`src/rtl/serial_work_receive.sv`:
```
// serial_work_receive: 8N1 UART receiver assembling MSB-first 32-bit words into a multi-word work register.
module serial_work_receive #(
  parameter int comm_clk_frequency = 100_000_000,
  parameter int baud_rate          = 115_200,
  parameter int WORDS              = 13,
  parameter int GAP_BITS           = 64
) (
  input  logic                  clk,
  input  logic                  rst_n,
  input  logic                  RxD,
  output logic [32*WORDS-1:0]   data,
  output logic                  rx_done,
  output logic [31:0]           word,
  output logic                  word_valid,
  output logic                  frame_err,
  output logic                  busy
);
  localparam int CPB     = comm_clk_frequency / baud_rate;
  localparam int GAP_LIM = GAP_BITS * CPB;
  localparam int CW      = $clog2(CPB + 1);
  localparam int GW      = $clog2(GAP_LIM + 1);
  localparam int WW      = $clog2(WORDS + 1);
  localparam int DW      = 32 * WORDS;

  typedef enum logic [1:0] {IDLE, START, DATA, STOP} state_t;

  state_t          state_q, state_d;
  logic [1:0]      sync_q;
  logic [CW-1:0]   cnt_q, cnt_d;
  logic [2:0]      bit_q, bit_d;
  logic [7:0]      sh_q, sh_d;
  logic [1:0]      bcnt_q, bcnt_d;
  logic [23:0]     wreg_q, wreg_d;
  logic [31:0]     word_q, word_d;
  logic [WW-1:0]   wcnt_q, wcnt_d;
  logic [DW-1:0]   shreg_q, shreg_d;
  logic [DW-1:0]   data_q, data_d;
  logic [GW-1:0]   gap_q, gap_d;
  logic            rx_done_q, rx_done_d;
  logic            word_valid_q, word_valid_d;
  logic            frame_err_q, frame_err_d;
  logic            rxs, pend;

  assign rxs  = sync_q[1];
  assign pend = (bcnt_q != 2'd0) || (wcnt_q != '0);

  always_comb begin
    state_d      = state_q;
    cnt_d        = cnt_q + 1'b1;
    bit_d        = bit_q;
    sh_d         = sh_q;
    bcnt_d       = bcnt_q;
    wreg_d       = wreg_q;
    word_d       = word_q;
    wcnt_d       = wcnt_q;
    shreg_d      = shreg_q;
    data_d       = data_q;
    rx_done_d    = 1'b0;
    word_valid_d = 1'b0;
    frame_err_d  = 1'b0;
    gap_d        = (state_q == IDLE && rxs && pend) ? gap_q + 1'b1 : '0;
    case (state_q)
      IDLE: begin
        cnt_d = '0;
        if (!rxs) state_d = START;
      end
      START: if (cnt_q == CW'(CPB / 2 - 1)) begin
        cnt_d   = '0;
        bit_d   = '0;
        state_d = rxs ? IDLE : DATA;
      end
      DATA: if (cnt_q == CW'(CPB - 1)) begin
        cnt_d = '0;
        sh_d  = {rxs, sh_q[7:1]};
        bit_d = bit_q + 1'b1;
        if (bit_q == 3'd7) state_d = STOP;
      end
      STOP: if (cnt_q == CW'(CPB - 1)) begin
        cnt_d   = '0;
        state_d = IDLE;
        if (!rxs) begin
          frame_err_d = 1'b1;
          bcnt_d      = '0;
          wcnt_d      = '0;
        end else begin
          wreg_d = {wreg_q[15:0], sh_q};
          bcnt_d = bcnt_q + 1'b1;
          if (bcnt_q == 2'd3) begin
            word_d       = {wreg_q, sh_q};
            word_valid_d = 1'b1;
            shreg_d      = {shreg_q[DW-33:0], word_d};
            wcnt_d       = (wcnt_q == WW'(WORDS - 1)) ? '0 : wcnt_q + 1'b1;
            if (wcnt_q == WW'(WORDS - 1)) begin
              data_d    = shreg_d;
              rx_done_d = 1'b1;
            end
          end
        end
      end
      default: state_d = IDLE;
    endcase
    // a stalled partial job is dropped silently; outputs keep their last values
    if (gap_q == GW'(GAP_LIM - 1)) begin
      bcnt_d = '0;
      wcnt_d = '0;
      gap_d  = '0;
    end
  end

  always_ff @(posedge clk or negedge rst_n) begin
    if (!rst_n) begin
      sync_q       <= 2'b11;
      state_q      <= IDLE;
      cnt_q        <= '0;
      bit_q        <= '0;
      sh_q         <= '0;
      bcnt_q       <= '0;
      wreg_q       <= '0;
      word_q       <= '0;
      wcnt_q       <= '0;
      shreg_q      <= '0;
      data_q       <= '0;
      gap_q        <= '0;
      rx_done_q    <= 1'b0;
      word_valid_q <= 1'b0;
      frame_err_q  <= 1'b0;
    end else begin
      sync_q       <= {sync_q[0], RxD};
      state_q      <= state_d;
      cnt_q        <= cnt_d;
      bit_q        <= bit_d;
      sh_q         <= sh_d;
      bcnt_q       <= bcnt_d;
      wreg_q       <= wreg_d;
      word_q       <= word_d;
      wcnt_q       <= wcnt_d;
      shreg_q      <= shreg_d;
      data_q       <= data_d;
      gap_q        <= gap_d;
      rx_done_q    <= rx_done_d;
      word_valid_q <= word_valid_d;
      frame_err_q  <= frame_err_d;
    end
  end

  assign data       = data_q;
  assign word       = word_q;
  assign rx_done    = rx_done_q;
  assign word_valid = word_valid_q;
  assign frame_err  = frame_err_q;
  assign busy       = state_q != IDLE;
endmodule

```
`config.mk`:
```
export PLATFORM = sky130hd
export DESIGN_NAME = serial_work_receive
export DESIGN_NICKNAME = d
export VERILOG_FILES = /design/src/rtl/serial_work_receive.sv
export SDC_FILE = /design/constraint.sdc
export NUM_CORES = 1
export LEC_CHECK = 0
export CORE_ASPECT_RATIO = 1.25
export CORE_MARGIN = 1.5
export CORE_UTILIZATION = 30
export CTS_CLUSTER_SIZE = 8
export DETAILED_ROUTE_END_ITERATION = 6
export RECOVER_POWER = 100
export SYNTH_ARGS = -nofsm -noshare
export SYNTH_HDL_FRONTEND = slang
export SYNTH_SLANG_ARGS = --single-unit
```
`constraint.sdc`:
```
create_clock -name clk -period 3.85 [get_ports clk]
set_input_delay 0.385 -clock clk [delete_from_list [all_inputs] [get_ports clk]]
set_output_delay 0.385 -clock clk [all_outputs]
set_load 0.005 [all_outputs]
```
# Word-level counts from Yosys, hierarchy flattened
# Cells that the tools add are included.
# op_classes
reduce_logical	19
n_eq_ne	15
add_sub_neg	5
muxes	37
# ops
cell	count
2-to-1 mux 16 bit	2
case mux 10 bit (3 select lines)	1
2-to-1 mux 4 bit	6
2-to-1 mux 10 bit	2
2-to-1 mux 2 bit	10
adder 16 x 1 -> 16 bit (second input constant)	1
== test 16 bit (second input constant)	1
2-to-1 mux 1 bit	12
adder 10 x 1 -> 10 bit (second input constant)	1
== test 10 bit (second input constant)	1
== test 10 x 9 -> 1 bit (second input constant)	1
!= test 2 bit (second input constant)	5
AND reduction 5 bit	2
nonzero test 2 bit	5
AND reduction 3 bit	3
case mux 2 bit (4 select lines)	1
== test 2 bit (second input constant)	3
2-to-1 mux 3 bit	2
case mux 3 bit (2 select lines)	1
adder 4 x 1 -> 4 bit (second input constant)	1
== test 4 bit (second input constant)	1
AND reduction 2 bit	2
AND reduction 4 bit	1
nonzero test 4 bit	1
9 further kinds	10
# word_totals
word_cells	91
out_inout_bits	452
regBits	906

# Logic depth before layout (Yosys ltp)
# logic_depth
word_depth	7
mapped_depth	9

# Least setup slack after synthesis
# Ideal clock, no wire load.
# synth_path
path_type	register to register
start	register cnt_q[0]
end	register data_q[10], in the netlist data[10]
arrival_time_ns	2.355
path_stages_with_launch	10
required_time_ns	3.725
setup_time_ns	0.125
path_slack_ns	1.371
cell_sequence	dfrtp_1 -> ha_1 -> nand4b_1 -> or4_1 -> buf_2 -> or2_1 -> buf_6 -> clkinv_1 -> buf_4 -> mux2_2
# synth_between
elab_chain_cells	2
# synth_rtl
element	line_no	text
start: declaration	29	logic [CW-1:0] cnt_q, cnt_d;
start signal: assignment	130	cnt_q <= cnt_d;
== test 10 bit	78	STOP: if (cnt_q == CW'(CPB - 1)) begin
AND reduction 5 bit (no line)	--	
end signal: assignment	138	data_q <= data_d;
end: declaration	37	logic [DW-1:0] data_q, data_d;
# Every way passes these cells.
# A chain may end at the register's enable or synchronous reset.

# Worst setup path in the final report
# layout_path
start	register cnt_q[0]
end	register shreg_q[163]
# layout_between
elab_chain_cells	2
# layout_rtl
element	line_no	text
== test 10 bit	78	
AND reduction 4 bit (no line)	--	
end signal: assignment	137	shreg_q <= shreg_d;
end: declaration	36	logic [DW-1:0] shreg_q, shreg_d;
# Every way passes these cells.

==> impl_metrics.py <==
metrics = {
    "worst_setup_path": {
        "path_buf_inv": 1,
        "worstPathCellList": "ha_1, nand4b_1, or4_1, buf_4, nand2_1, nand2_1",
        "end_kind": "flip-flop",
        "path_class": "flip-flop to flip-flop",
        "cp_slowest_cell": "buf_4",
        "crit_cells": 6,
        "worstRegToRegCells": 6,
        "critical-path-top-delay-family": "buffers and inverters",
        "cp_max_fo": 177,
        "worst_path_most_repeated_cell": "nand2_1",
        "arrival_ns": 3.90,
        "critPathRequiredTime_ns": 4.49,
        "startpoint_type": "flip-flop",
        "max_stage_delay_ns": 1.37,
    },
    "global_route": {
        "use_met3_pct": 4.441,
        "grtUsageMet1_pct": 20.99,
        "grt_use_total_pct": 16.18,
        "grt.met2_usage_pct": 25.95,
        "antenna_found_initial": 1,
        "grt_start_max_net_pins": 178,
        "busiest_layer": "met2",
        "grt_pass1_wl_um": 144400,
        "grt_pass1_vias": 22180,
        "grt-ovfl-total": 0,
    },
    "routing": {
        "wl_per_cell_um": 19.78,
        "ant_nets": 0,
        "vias": 21340,
        "remaining_drc_errors": 0,
        "drt-total-wl_um": 94460,
        "viasPerCell": 4.467,
        "firstDrtPassIters": 5,
        "drt_iter0_markers": 1268,
    },
    "power_and_ir_drop": {
        "power_frac_comb_pct": 1.1,
        "p_sw_share_pct": 21.45,
        "p_int_w": 0.01488,
        "p_leak_nw": 23.60,
        "netSwitchingPower_w": 0.004064,
        "ir_drop_mv": 0.3972,
        "p_clk_share_pct": 50.3,
        "power_density_mw_per_mm2": 445.8,
        "seqPwrFrac_pct": 48.6,
    },
    "timing": {
        "finalSetupViolCount": 0,
        "clock_skew_ns": 0.06650,
        "max_freq_mhz": 306.3,
        "slew_viol_final": 269,
        "fin_tns_setup_ns": 0,
        "worst_pin_slew_ns": 2.707,
        "final_hold_viol_count": 0,
        "rsz0062_at_grt": "false",
        "maxSlewHeadroom_pct": -80.44,
        "post-route-min-period_ns": 3.264,
        "finalCritPeriodShare_pct": 84.79,
    },
    "synthesis": {
        "syn_nets": 2851,
        "syn_area_per_cell_sq_um": 12.23,
        "dominantRegCellSynth": "dfrtp_1",
        "yosys-top-cells-area": "dfrtp_1 (63%), mux2_4 (15%), nand2_1 (13%), mux2_2 (3.3%), clkbuf_1 (1.0%)",
        "synth-seq-area-share_pct": 62.99,
        "synth_top_area_share_pct": 62.84,
        "yosysTopAreaCell": "dfrtp_1",
        "synthArstFlopShare_pct": 100.0,
        "ys_ff_latch": 874,
        "synthCells": 2839,
        "ys.warnings.count": 0,
        "synth_edf_count": 0,
        "synth.distinct_cells": 43,
        "syn-cell-area_sq_mm": 0.03473,
    },
    "clocking": {
        "clock_sinks": 874,
        "postCtsSetupRepairBufs": 0,
        "cts_tree": "yes",
        "insertion_delay_ns": 0.75,
        "cts.path.max_buffers": 3,
        "clkSlewWorstSetupHoldPaths_ns": 0.05,
        "htree_levels": 3,
        "post_cts_resized": 0,
        "cts-buffers-inserted": 120,
        "clock-root-buffer": "clkbuf_16",
    },
    "floorplan": {
        "num_io_pins": 455,
        "num_rows": 139,
        "die_x_um": 307.3,
        "dieArea_sq_mm": 0.1178,
        "start_util_pct": 30.25,
        "die_h_um": 383.4,
        "core_sq_mm": 0.1148,
    },
    "placement": {
        "dp_cells": 4634,
        "hpwl_um": 63240,
        "port_buffers": 454,
        "gp_congestion": 0.8081,
    },
    "worst_hold_path": {
        "hold_path.class": "primary input to flip-flop",
        "hold_path_depth": 1,
    },
    "cells_and_area": {
        "fin_nets": 3289,
        "final_common_cell": "nand2_1",
        "final_util_pct": 37.03,
        "layout.area.seq_sq_mm": 0.02187,
        "drive_gt1_share_pct": 8.316,
        "fillers": 11330,
        "area_growth_syn_to_layout_pct": 22.40,
        "multi_input_area_sq_mm": 0.01040,
        "final_cell_mix": "nand2_1 (1187), dfrtp_1 (872), dlygate4sd3_1 (454), mux2_1 (335), clkbuf_16 (123)",
        "stdcell_count": 4776,
    },
    "outcome": {
        "violations": "capacitance limit, slew limit",
        "outcome": "finished, violations left",
    },
    "run": {
        "cap_violations": 3,
    },
}
area by class of cell:
cell class | count | share of cell area [%]
inverters | 16 | 0.1590
multi-input cells | 1775 | 24.47
diodes | 1 | 0.005887
clock buffers | 135 | 7.418
well taps | 1480 | 4.357
flip-flops and latches | 874 | 51.46
repair buffers | 490 | 11.89
clock inverters | 5 | 0.2384
cells in the mapped netlist (all sizes together), types with 2 or more instances:
master	instances
nand4bb	2
ha	9
and3	2
clkbuf	93
nand3	16
a21oi	4
nand2	1187
o21ai	8
nand4	9
nand4b	2
or3	4
inv	15
nor4	5
a31oi	4
xnor2	17
dfstp	2
nor4bb	2
nor2	36
buf	81
nor3	7
or4	3
xor2	4
o211ai	2
dfrtp	872
nor2b	2
mux2	441
routing by layer:
layer | vias up | wire, um | share of wire [%]
li1 | 9964 | - | -
met3 | 120 | 5926 | 6.3
met1 | 10710 | 41120 | 44
met4 | 0 | 2462 | 2.6
met5 | - | 0 | 0
met2 | 539 | 44940 | 48
state kept, by name, indices dropped and copies added (netlist names), named ones only:
name        flops
data          416
word           31
wreg_q         24
sync_q          2
sh_q            8
rx_done         1
frame_err       1
shreg_q       353
bit_q           3
state_q         1
cnt_q          10
bcnt_q          2
word_valid      1
wcnt_q          4
gap_q          16
worst paths after layout:
path                            from            to  slack [ns]
max                         cnt_q[0]  shreg_q[163]        0.59
min in group asynchronous      rst_n      data[62]        0.96
min reg2reg                sync_q[0]     sync_q[1]        0.37
max in group asynchronous      rst_n  shreg_q[288]        0.80
max reg2reg                 cnt_q[0]  shreg_q[163]        0.59
min                              RxD     sync_q[0]        0.25
through the flow:
step                setup slack (ns)  instance area (sq um)  hold WS [ns]  power, W
floorplan                      1.371                  34730       0.08941  0.009361
global placement              0.7390                  40540        0.3605  0.009586
detailed placement            0.7050                  40540        0.3607  0.009588
CTS                           0.7056                  43810       0.03134   0.01927
global route                  0.2964                  42500        0.1976   0.01965
finish                        0.5855                  42510        0.2504   0.01895
power groups by stage:
stage	combinational (W)	sequential (W)	clock, W
after floorplan	0.00000229	0.00936	0
after global placement	0.000229	0.00936	0
after detailed placement	0.000231	0.00936	0
after CTS	0.000232	0.00920	0.00984
after global routing	0.000257	0.00920	0.0102
final	0.000214	0.00921	0.00953
cell families (layout without fill, tap and decap cells):
group	count (synthesis)	after routing	share of synthesized area, %
AOI/OAI and AO/OA	22	22	0.3819
xor gates and xnor gates	21	21	0.5296
adders and majority gates	9	9	0.3243
buffers and inverters	190	646	3.448
DFF	874	874	62.99
muxes	442	442	18.00
other	0	1	0
and+or+nand+nor	1281	1281	14.33
repair_timing:
item,4_1_cts,5_1_grt
hold endpoints to repair,61,0
setup endpoints to repair,0,0
hold buffers,1,0
(Power assumes the default switching activity.)
